### src/rtl/karatsuba_mult_pipe.sv
`default_nettype none
// ============================================================================
//  Module      : karatsuba_mult_pipe
//  Description : 3-stage pipelined Karatsuba WIDTH x WIDTH multiplier with
//                valid/ready handshake, per-operation signed/unsigned mode
//                and a user tag that travels with each operation.
//  Revision    : 1.0 - initial release
// ============================================================================
module karatsuba_mult_pipe #(
    parameter int WIDTH = 16,   // must be even and >= 4
    parameter int TAG_W = 4
) (
    input  logic                 clk,
    input  logic                 rst_n,
    input  logic                 in_valid,
    output logic                 in_ready,
    input  logic [WIDTH-1:0]     a,
    input  logic [WIDTH-1:0]     b,
    input  logic                 is_signed,
    input  logic [TAG_W-1:0]     in_tag,
    output logic                 out_valid,
    input  logic                 out_ready,
    output logic [2*WIDTH-1:0]   prod,
    output logic [TAG_W-1:0]     out_tag,
    output logic                 busy
);

    localparam int c_half = WIDTH / 2;
    localparam int c_pw   = 2 * WIDTH;

    // Stage 1 registers: split magnitudes, half sums, sign, tag
    logic                 r_s1_valid;
    logic [c_half-1:0]    r_s1_ah, r_s1_al, r_s1_bh, r_s1_bl;
    logic [c_half:0]      r_s1_sa, r_s1_sb;
    logic                 r_s1_neg;
    logic [TAG_W-1:0]     r_s1_tag;

    // Stage 2 registers: the three partial products
    logic                 r_s2_valid;
    logic [2*c_half-1:0]  r_s2_z0, r_s2_z2;
    logic [2*c_half+1:0]  r_s2_pm;
    logic                 r_s2_neg;
    logic [TAG_W-1:0]     r_s2_tag;

    // Stage 3 registers: final result presented on the outputs
    logic                 r_s3_valid;
    logic [c_pw-1:0]      r_s3_prod;
    logic [TAG_W-1:0]     r_s3_tag;

    logic                 w_adv;
    logic [WIDTH-1:0]     w_a_mag, w_b_mag;
    logic [2*c_half+1:0]  w_z1;
    logic [c_pw-1:0]      w_m;
    logic [c_pw-1:0]      w_prod;

    // Whole pipeline moves as one; a held output freezes every stage
    assign w_adv     = !r_s3_valid || out_ready;
    assign in_ready  = w_adv;
    assign out_valid = r_s3_valid;
    assign prod      = r_s3_prod;
    assign out_tag   = r_s3_tag;
    assign busy      = r_s1_valid | r_s2_valid | r_s3_valid;

    // Magnitudes; negating -2^(W-1) in W bits yields 2^(W-1) as an unsigned value
    assign w_a_mag = (is_signed && a[WIDTH-1]) ? -a : a;
    assign w_b_mag = (is_signed && b[WIDTH-1]) ? -b : b;

    // Capture accepted operands, split them and form the half sums
    always_ff @(posedge clk or negedge rst_n) begin
        if (!rst_n) begin
            r_s1_valid <= 1'b0;
            r_s1_ah    <= '0;
            r_s1_al    <= '0;
            r_s1_bh    <= '0;
            r_s1_bl    <= '0;
            r_s1_sa    <= '0;
            r_s1_sb    <= '0;
            r_s1_neg   <= 1'b0;
            r_s1_tag   <= '0;
        end else if (w_adv) begin
            r_s1_valid <= in_valid;
            if (in_valid) begin
                r_s1_ah  <= w_a_mag[WIDTH-1:c_half];
                r_s1_al  <= w_a_mag[c_half-1:0];
                r_s1_bh  <= w_b_mag[WIDTH-1:c_half];
                r_s1_bl  <= w_b_mag[c_half-1:0];
                r_s1_sa  <= {1'b0, w_a_mag[WIDTH-1:c_half]} + {1'b0, w_a_mag[c_half-1:0]};
                r_s1_sb  <= {1'b0, w_b_mag[WIDTH-1:c_half]} + {1'b0, w_b_mag[c_half-1:0]};
                r_s1_neg <= is_signed & (a[WIDTH-1] ^ b[WIDTH-1]);
                r_s1_tag <= in_tag;
            end
        end
    end

    // Form the three half-width products
    always_ff @(posedge clk or negedge rst_n) begin
        if (!rst_n) begin
            r_s2_valid <= 1'b0;
            r_s2_z0    <= '0;
            r_s2_z2    <= '0;
            r_s2_pm    <= '0;
            r_s2_neg   <= 1'b0;
            r_s2_tag   <= '0;
        end else if (w_adv) begin
            r_s2_valid <= r_s1_valid;
            if (r_s1_valid) begin
                r_s2_z0  <= r_s1_al * r_s1_bl;
                r_s2_z2  <= r_s1_ah * r_s1_bh;
                r_s2_pm  <= r_s1_sa * r_s1_sb;
                r_s2_neg <= r_s1_neg;
                r_s2_tag <= r_s1_tag;
            end
        end
    end

    // Middle term equals aH*bL + aL*bH, so it is never negative and its MSB is always zero
    assign w_z1 = r_s2_pm - {2'b00, r_s2_z2} - {2'b00, r_s2_z0};

    // Recombine the magnitude in full product width, then apply the sign
    assign w_m = ({{WIDTH{1'b0}}, r_s2_z2} << WIDTH)
               + ({{(WIDTH-2){1'b0}}, w_z1} << c_half)
               + {{WIDTH{1'b0}}, r_s2_z0};
    assign w_prod = r_s2_neg ? -w_m : w_m;

    // Register the final product; it holds while the consumer stalls
    always_ff @(posedge clk or negedge rst_n) begin
        if (!rst_n) begin
            r_s3_valid <= 1'b0;
            r_s3_prod  <= '0;
            r_s3_tag   <= '0;
        end else if (w_adv) begin
            r_s3_valid <= r_s2_valid;
            if (r_s2_valid) begin
                r_s3_prod <= w_prod;
                r_s3_tag  <= r_s2_tag;
            end
        end
    end

endmodule
`default_nettype wire
### config.mk
export PLATFORM = sky130hd
export DESIGN_NAME = karatsuba_mult_pipe
export DESIGN_NICKNAME = d
export VERILOG_FILES = /design/src/rtl/karatsuba_mult_pipe.sv
export SDC_FILE = /design/constraint.sdc
export NUM_CORES = 1
export LEC_CHECK = 0
export ABC_AREA = 1
export BUFFER_PORTS_ARGS = -buffer_cell sky130_fd_sc_hd__buf_2
export CAP_MARGIN = 5
export CORE_MARGIN = 8
export CORE_UTILIZATION = 25
export DETAILED_ROUTE_END_ITERATION = 8
export PLACE_DENSITY = 0.43
export SYNTH_ARGS = -nofsm -noshare
export SYNTH_HDL_FRONTEND = slang
export SYNTH_SLANG_ARGS = --single-unit
export TNS_END_PERCENT = 1
### constraint.sdc
create_clock -name clk -period 5.8 [get_ports clk]
set_clock_uncertainty 0.1 [all_clocks]
set_input_delay 1.74 -clock clk [delete_from_list [all_inputs] [get_ports clk]]
set_output_delay 1.74 -clock clk [all_outputs]
set_load 0.02 [all_outputs]
==> qor.txt <==
status -> finished, final reports clean
Avg Inst Size Synth -> 7.25 um2
Final Critical Period -> 4.79 ns
count of unique library cells instantiated by Yosys -> 39
total nets after synthesis -> 2674
proportion of netlist area held by the largest area contributor -> 22.1%
buffers inserted by post-CTS timing repair -> 0
area enclosed by the die boundary -> 75900 um2
overall die height -> 276 um
Max Slew Vio Count -> 0
largest buffer count on any clock path -> 2
final number of hold-violating endpoints -> 0
final setup fails -> 0
most common library cells after synthesis -> 726 x nand2_1, 439 x inv_1, 168 x ha_1, 149 x dfrtp_1, 141 x fa_1
maximum cell stage delay along the critical path -> 0.65 ns
hold path start -> prod[29]$_DFFE_PN0P_
setup repair after global routing missed its margin -> false
first-pass GRT wire length -> 78700 um
Initial DRT Pass Iterations -> 5
final worst path period share -> 82.6%
final weighted congestion of routability-driven global placement -> 0.840
Resized Gates After CTS -> 0
startpoint kind of the worst setup timing path -> flop
Core Region -> 66900 um2
Clock Sinks -> 149
DRT iter0 DRCs -> 690
number of fill cells in the layout -> 7363
Post-synth EDFFs -> 0
area overhead of the layout relative to synthesis -> 11.1%
pin count of the biggest net entering global routing -> 72
clock latency at the later pin of the worst-skew pair -> 0.46 ns
footprint of the multi-input gates -> 11100 um2
# diodes -> 0
worst slew margin relative to its limit -> 45.1%
max capacitance violation total -> 0
worst setup path category -> reg -> reg
critical path required time -> 6.02 ns
reg2reg path depth -> 18
hold path depth -> 2
Post-route DRC -> 0
top cells by area in the synthesized netlist -> dfrtp_1 22%, fa_1 17%, nand2_1 16%
Horiz. Die Dim -> 276 um
top cell type by total area after synthesis -> dfrtp_1
WHS Endpoint -> prod[29]$_DFFE_PN0P_
layout cells sized above 1 -> 7.08%
library cell with the highest instance count after synthesis -> nand2_1
transition time of the tightest slew-check pin -> 0.814 ns
cell breakdown of the critical path -> nand2_1, fa_1, inv_1, fa_1, fa_1, fa_1, ha_1, a21oi_1, o21ai_0, a21oi_1, o21ai_0, nand2_1, inv_1, o21ai_0, nand2_1, or2_2, nand3_1, o21ai_0
Worst Hold Class -> reg -> reg
Critical Path AT -> 5.01 ns
IO Port Bufs -> 79
largest driver fanout on the critical path -> 9
number of placement rows -> 95
kind of capture point of the worst setup path -> flop
Worst-path clk slew -> 0.07 ns
Netlist Area Pre-Place -> 16800 um2
number of top-level design ports -> 80
Post-Syn Instances -> 2324
Yosys warnings -> 0
Fin Setup TNS -> 0 ns
async set-or-reset flop fraction in the synthesized netlist -> 100%
Highest Clock Rate -> 0.209 GHz
cts-stage hold buffer count -> 0
Total Nets Final -> 2696
Vias per Instance -> 4.27
beginning of the worst register-to-register path -> r_s1_bl[2]$_DFFE_PN0P_
worst-case register-to-register setup slack -> 1.01 ns
most used flip-flop cell after synthesis -> dfrtp_1
initial antenna violation count -> 0
DR WL/cell -> 14.9 um
post-synthesis sequential area ratio -> 22.1%
clock tree root buffer cell -> clkbuf_16
via count of the first global-routing pass -> 14300
clock tree from TritonCTS -> yes
capturing point of the worst reg2reg path -> r_s2_z0[14]$_DFFE_PN0P_
area occupied by registers -> 3730 um2
flop and latch count out of synthesis -> 149
Tot GR Track Use -> 13.1%
H-Tree Level Count -> 4
number of vias after detailed routing -> 13800
effective utilization at floorplan -> 25.2%
CTS buffer count -> 17
Critical Path Slowest Stage Cell -> dfrtp_1
aggregate routed wire length -> 48100 um
antenna violation net count after detailed routing -> 0
DP HPWL -> 39600 um
remaining global-route overflow -> 0
[worst max-delay path, delay by kind of cell, from the launching register on]
kind | cells | cell delay [ns]
simple gates | 5 | 0.62
compound gates | 6 | 0.77
buf+inv | 2 | 0.11
flops | 1 | 0.65
fa+ha+maj | 5 | 2.39
[worst max-delay path by stage]
| stage | cells past startpoint | to | from |
|---|---|---|---|
| 6_report | 18 | r_s2_z0[14]$_DFFE_PN0P_ | r_s1_bl[2]$_DFFE_PN0P_ |
| 3_3_place_gp | 20 | r_s1_sb[7]$_DFFE_PN0P_ | b[0] |
| 4_1_cts | 18 | r_s2_z0[14]$_DFFE_PN0P_ | r_s1_al[2]$_DFFE_PN0P_ |
| 5_1_grt | 27 | prod[31]$_DFFE_PN0P_ | r_s2_z0[6]$_DFFE_PN0P_ |
| 3_5_place_dp | 20 | r_s1_sb[7]$_DFFE_PN0P_ | b[0] |
| 2_1_floorplan | 19 | r_s2_z0[14]$_DFFE_PN0P_ | r_s1_bl[7]$_DFFE_PN0P_ |
[cells by family after synthesis]
logic type	after synthesis	synth area share, %
buffers and inverters	528	11.8
adder cells (fa/ha/maj)	309	29.2
AND/OR/NAND/NOR	1012	24.7
AO/OA/AOI/OAI	237	7.47
XOR/XNOR	89	4.67
flip-flops	149	22.1
[metrics by stage]
step | instances | utilization (%) | setup WS [ns] | instance area [um2] | hold WS [ns]
floorplan | 2324 | - | 1.33 | 16800 | 0.349
global placement | 3200 | 27.0 | 0.877 | 18100 | 0.359
detailed placement | 3200 | 27.0 | 0.765 | 18100 | 0.362
CTS | 3231 | 27.9 | 0.982 | 18700 | 0.380
global route | 3231 | 27.9 | 0.559 | 18700 | 0.397
finish | 3231 | 27.9 | 1.01 | 18700 | 0.374
[final cells by class]
cell class,instances,share of cell area [%]
multi-input cells,1647,59.6
flip-flops and latches,149,19.9
inverters,444,8.91
well taps,873,5.84
repair buffers,87,2.47
clock buffers,17,2.27
clock inverters,14,1.02
[per-layer routing]
layer	global-route usage (%)	vias to the layer above	part of all wire, %
li1	-	7133	-
met1	18.1	6488	50
met2	21.6	155	46
met4	2.68	0	1.1
met5	0	-	0
met3	1.98	31	2.7
[state kept, by name, indices dropped and copies added, names as in the netlist]
register / flops
prod: 32
r_s2_z0: 16
out_tag: 4
r_s1_bl: 8
r_s1_bh: 8
r_s2_valid: 1
r_s1_sa: 9
out_valid: 1
r_s1_sb: 9
r_s2_pm: 18
r_s1_neg: 1
r_s1_tag: 4
r_s1_valid: 1
r_s1_al: 8
r_s2_neg: 1
r_s1_ah: 8
r_s2_tag: 4
r_s2_z2: 16
[cell usage in the layout (no fill, tap or decap), drive strengths merged, types with 8 or more instances in the layout]
cell	instances
a21oi	78
a31oi	8
buf	87
clkbuf	17
dfrtp	149
fa	141
ha	168
inv	449
nand2	742
nand3	95
nand4	19
nor2	119
nor3	19
o21ai	127
or2	12
xnor2	19
xor2	70
Power is left out: the tool's default activity adds up to more than one toggle a clock period on the data nets, which glitch-free logic cannot reach.
